File: src/rtl/sao_stat_accum.sv
// sao_stat_accum: per-CTB saturating SAO category sum/count accumulator with serial drain
module sao_stat_accum #(
  parameter int diff_clip_bit = 4,
  parameter int N_CATE = 4,
  parameter int SUM_W = 18,
  parameter int CNT_W = 13
) (
  input  logic                               clk,
  input  logic                               arst_n,
  input  logic                               in_valid,
  output logic                               in_ready,
  input  logic                               in_first,
  input  logic                               in_last,
  input  logic signed [diff_clip_bit+3:0]    s71 [N_CATE],
  input  logic [2:0]                         n71 [N_CATE],
  output logic                               out_valid,
  input  logic                               out_ready,
  output logic [$clog2(N_CATE)-1:0]          out_idx,
  output logic signed [SUM_W-1:0]            out_sum,
  output logic [CNT_W-1:0]                   out_cnt,
  output logic                               err
);
  localparam int XW = $clog2(N_CATE);
  typedef enum logic [1:0] {IDLE, ACC, DRAIN} state_t;
  state_t state;
  logic [XW-1:0] idx;
  logic signed [SUM_W-1:0] acc_sum [N_CATE];
  logic [CNT_W-1:0] acc_cnt [N_CATE];
  logic take, load, done;
  assign in_ready = state != DRAIN;
  assign take = in_valid && in_ready;
  assign load = take && (state == ACC || in_first);
  assign done = state == DRAIN && out_ready && idx == XW'(N_CATE - 1);
  assign out_valid = state == DRAIN;
  assign out_idx = idx;
  assign out_sum = acc_sum[idx];
  assign out_cnt = acc_cnt[idx];
  always_ff @(posedge clk or negedge arst_n) begin
    if (!arst_n) begin
      state <= IDLE;
      idx <= '0;
      err <= 1'b0;
    end else begin
      err <= take && (state == IDLE ? !in_first : in_first);
      state <= load ? (in_last ? DRAIN : ACC) : done ? IDLE : state;
      if (state == DRAIN && out_ready) idx <= done ? '0 : idx + XW'(1);
    end
  end
  for (genvar k = 0; k < N_CATE; k++) begin : g_cate
    logic signed [SUM_W:0] base, ext, sw;
    logic [CNT_W:0] cw;
    logic signed [SUM_W-1:0] ns;
    logic [CNT_W-1:0] nc;
    // sum at SUM_W+1 bits so overflow shows as disagreeing top two bits
    always_comb begin
      base = acc_sum[k];
      ext = s71[k];
      sw = (in_first ? (SUM_W+1)'(0) : base) + ext;
      cw = (in_first ? (CNT_W+1)'(0) : {1'b0, acc_cnt[k]}) + {{(CNT_W-2){1'b0}}, n71[k]};
      ns = sw[SUM_W] != sw[SUM_W-1] ? {sw[SUM_W], {(SUM_W-1){~sw[SUM_W]}}} : sw[SUM_W-1:0];
      nc = cw[CNT_W] ? '1 : cw[CNT_W-1:0];
    end
    always_ff @(posedge clk or negedge arst_n) begin
      if (!arst_n) begin
        acc_sum[k] <= '0;
        acc_cnt[k] <= '0;
      end else if (done) begin
        acc_sum[k] <= '0;
        acc_cnt[k] <= '0;
      end else if (load) begin
        acc_sum[k] <= ns;
        acc_cnt[k] <= nc;
      end
    end
  end
endmodule

File: config.mk
export PLATFORM = sky130hd
export DESIGN_NAME = sao_stat_accum
export DESIGN_NICKNAME = d
export VERILOG_FILES = /design/src/rtl/sao_stat_accum.sv
export SDC_FILE = /design/constraint.sdc
export NUM_CORES = 1
export LEC_CHECK = 0
export CAP_MARGIN = 20
export CELL_PAD_IN_SITES_DETAIL_PLACEMENT = 0
export CELL_PAD_IN_SITES_GLOBAL_PLACEMENT = 1
export CORE_MARGIN = 4
export CORE_UTILIZATION = 46
export DETAILED_ROUTE_END_ITERATION = 7
export GPL_TIMING_DRIVEN = 0
export HOLD_SLACK_MARGIN = 0.03
export PLACE_DENSITY = 0.84
export SETUP_SLACK_MARGIN = 0.4
export SLEW_MARGIN = 30
export SYNTH_ARGS = -nofsm -noshare
export SYNTH_HDL_FRONTEND = slang
export SYNTH_SLANG_ARGS = --single-unit
File: constraint.sdc
create_clock -name clk -period 3.37 [get_ports clk]
set_clock_uncertainty 0.05 [all_clocks]
set_input_delay 0.5055 -clock clk [delete_from_list [all_inputs] [get_ports clk]]
set_output_delay 0.5055 -clock clk [all_outputs]
set_load 0.02 [all_outputs]
==> results.md <==
* Status: completed
* Reg2Reg Depth at 7
* Cell variety after synth at 76
* Skew-Pair Late Insertion Delay at 0.44 ns
* Via count at 10900
* Number of DRC markers in iteration 0 at 886
* Mapped Cells at ~1200
* Average size of a mapped cell at 9.06 sq um
* Internal power component at 0.00697 W
* Delay-heaviest family, CP: buffers and inverters
* Slowest stage delay, CP at ~0.43 ns
* Clock-pin slew on the worst setup and hold paths at 0.06 ns
* Origin of the worst setup path: in_first
* Period utilisation layout at 97.6%
* Total die area at 26300 sq um
* Sw Share at 43.1%
* Final setup viols at 0
* Routability cong. at 0.917
* Layout cells sized above 1 at between 30% and 40%
* Worst setup endpoint: acc_sum[65]
* Starting Density at 46.8%
* Top FF cell, synth: dfrtp_1
* Commonest cells after routing, fill and taps aside: dfrtp_1 (129), buf_4 (97), nand2_1 (96)
* Warnings, synthesis at 0
* Multi-input logic area at 8480 sq um
* Total CTS buffers at 17
* Worst path buffer plus inverter count at 7
* Final nets at 1585
* Wire per inst at 22.0 um
* Clock network power share at 16.1%
* Grt total ovfl at 0
* CP cell instances: buf_8 > buf_8 > clkbuf_16 > clkbuf_16 > clkbuf_16 > nor2b_4 > ha_4 > inv_2 > fa_2 > nor2b_2 > o31a_1 > o221ai_2 > nand3_2 > a211oi_4 > or3_4 > a21oi_4 > buf_6 > a221o_1
* EDFF count, synth at 0
* Hold_ws at 0.441 ns
* Worst ir drop on vdd at between 0.0004 and 0.0005 V
* Cell Rows at 56
* Mapped cell area at 10900 sq um
* Commonest non-fill, non-tap cell in the layout: dfrtp_1
* First-pass GRT wire length at 59.2 mm
* Final WL at just under 40 mm
* Reg2reg start: state[0]
* Total track usage at 28.7%
* Crit. path cell count at 18
* Port Buf Inserts at 85
* Syn Nets at roughly 1400
* Root buf cell: clkbuf_16
* FFs w/ async S/R, synth at 100%
* Fmax at 0.304 GHz
* First drt pass iteration count at 5
* Slew HR at 35.1%
* Crit Path Class: in2reg
* Worst-Margin Slew at 0.970 ns
* CTS tree: yes
* WP data required at 3.68 ns
* Static leakage power at roughly 7 nW
* Register Area at 3230 sq um
* Die X at 162 um
* Max Cap Violations at 0
* Layout area overhead at 41.7%
* Core ar. at 23400 sq um
* RSZ-0062 raised after global routing: yes
* Die Y at 162 um
* Reg2reg end: acc_cnt[43]
* Most used cell, CP: clkbuf_16
* H-tree level count at 4
* Initial antenna violation count at 3
* Largest net degree at the start of global routing at between 70 and 80
* # fillers at 1823
* Num Clock Sinks at around 130
* P_sw at 0.00527 W
* Sequential-to-total area share from yosys stat at 29.5%
* Logic pwr share at about 61%
* Tot Pwr at 0.0122 W
* Vias in the first global route at 10600
* CP Data Arrival Time at 3.60 ns
* Flops & latches, synth at 129
* IO Count at between 80 and 90
* CTS max path bufs at 2
* Detailed Place HPWL at 26.5 mm
* CP startpoint kind: input pin
* Reg2reg setup slack at 0.34 ns
* DR DRC count at 0
* Final Slew Violations at 0
* Hold Crit Class: reg2reg
* Crit Path Max Fanout at 5
* Sequential share of power at 23.1%
* Crit-path slowest cell: or3_4
* Via density at slightly above 6
* Pwr dens at 789 nW/um^2
* Final Hold Viols at 0
* Tmin final at about 3.3 ns
* Routed Antenna Nets at 0
* Crit end category: flip-flop
[routing by layer]
metal / share of wire (%) / GRT usage, %
met1: 44 / 41.2
met2: 45 / 43.5
met3: 7.4 / 5.30
met4: 3.4 / 10.3
met5: 0.056 / 0
[cell families (layout without fill, tap and decap cells)]
kind of cell	Yosys count	count (layout)	synth area share, %
DFF	129	129	29.5
buffers and inverters	98	345	3.46
AOI/OAI and AO/OA	398	398	25.2
other	0	1	0
xor gates and xnor gates	61	61	4.88
muxes	34	34	6.67
adders and majority gates	94	94	11.3
and+or+nand+nor	394	394	19.0
[area by class of cell]
type | count | area share, %
Antenna cell | 1 | 0.0161
Buffer | 55 | 3.69
Clock buffer | 18 | 2.77
Clock inverter | 14 | 1.16
Inverter | 43 | 1.06
Multi-Input combinational cell | 981 | 54.7
Sequential cell | 129 | 20.8
Tap cell | 319 | 2.57
Timing Repair Buffer | 215 | 13.2
[cells in the mapped netlist (all sizes together), types with 11 or more instances]
master / instances / area, sq um
and2: 11 / 68.8
o21a: 20 / 150
clkbuf: 43 / 161
nand2: 103 / 387
o21ai: 100 / 500
nand2b: 39 / 244
a221o: 44 / 440
nand3: 27 / 135
buf: 12 / 56.3
a22o: 20 / 175
mux4: 31 / 698
dfrtp: 129 / 3230
nor3: 16 / 85.1
a21o: 39 / 293
nor2: 48 / 180
nor2b: 96 / 601
o211ai: 15 / 113
ha: 85 / 1060
inv: 43 / 161
a21oi: 77 / 393
and3: 16 / 105
a31oi: 15 / 93.8
xnor2: 38 / 333
xor2: 23 / 201
[worst min-delay path by stage]
| stage | start | cells past startpoint | endpoint |
|---|---|---|---|
| floorplan | arst_n | 0 | acc_cnt[0] |
| global placement | acc_cnt[28] | 2 | acc_cnt[28] |
| detailed placement | arst_n | 1 | acc_cnt[49] |
| CTS | acc_cnt[0] | 2 | acc_cnt[0] |
| global route | acc_cnt[26] | 2 | acc_cnt[26] |
| finish | acc_cnt[28] | 2 | acc_cnt[28] |
[power groups by stage]
stage	clock network, W	registers (W)	logic (W)
after global routing	0.00205	0.00287	0.00794
after global placement	0	0.00277	0.00607
after CTS	0.00197	0.00277	0.00691
after floorplan	0	0.00245	0.00445
after detailed placement	0	0.00278	0.00613
final	0.00198	0.00283	0.00743
[flip-flops by register name (all words and copies together), names as in the netlist]
register and cells:
state 2, out_idx 2, acc_cnt 52, err 1
acc_sum 72
[tightest hold or removal path: stages, from the launching register on]
cell and delay, ns:
dfrtp_1 0.36, nand2_1 0.05, nand2_1 0.05
[what timing repair did]
item	in CTS	in global routing
resized for setup	186	177
gates cloned	7	0
setup buffers	90	31
hold endpoints to repair	52	0
pin swaps	85	82
hold buffers	1	0
endpoints found under the setup margin	155	141
[metrics by stage]
stage	util, %	cell area (sq um)	worst slack, ns	cells	TNS [ns]
floorplan	-	11300	-0.0985	1208	-1.75
global placement	53.6	12500	-3.75	1612	-607.11
detailed placement	53.7	12600	-1.43	1613	-127.34
CTS	62.7	14700	0.0709	1743	0
global route	66.3	15500	-0.00176	1775	-0.00176
finish	66.3	15500	0.0807	1775	0
Note: power is estimated with default switching activity, not from simulation.
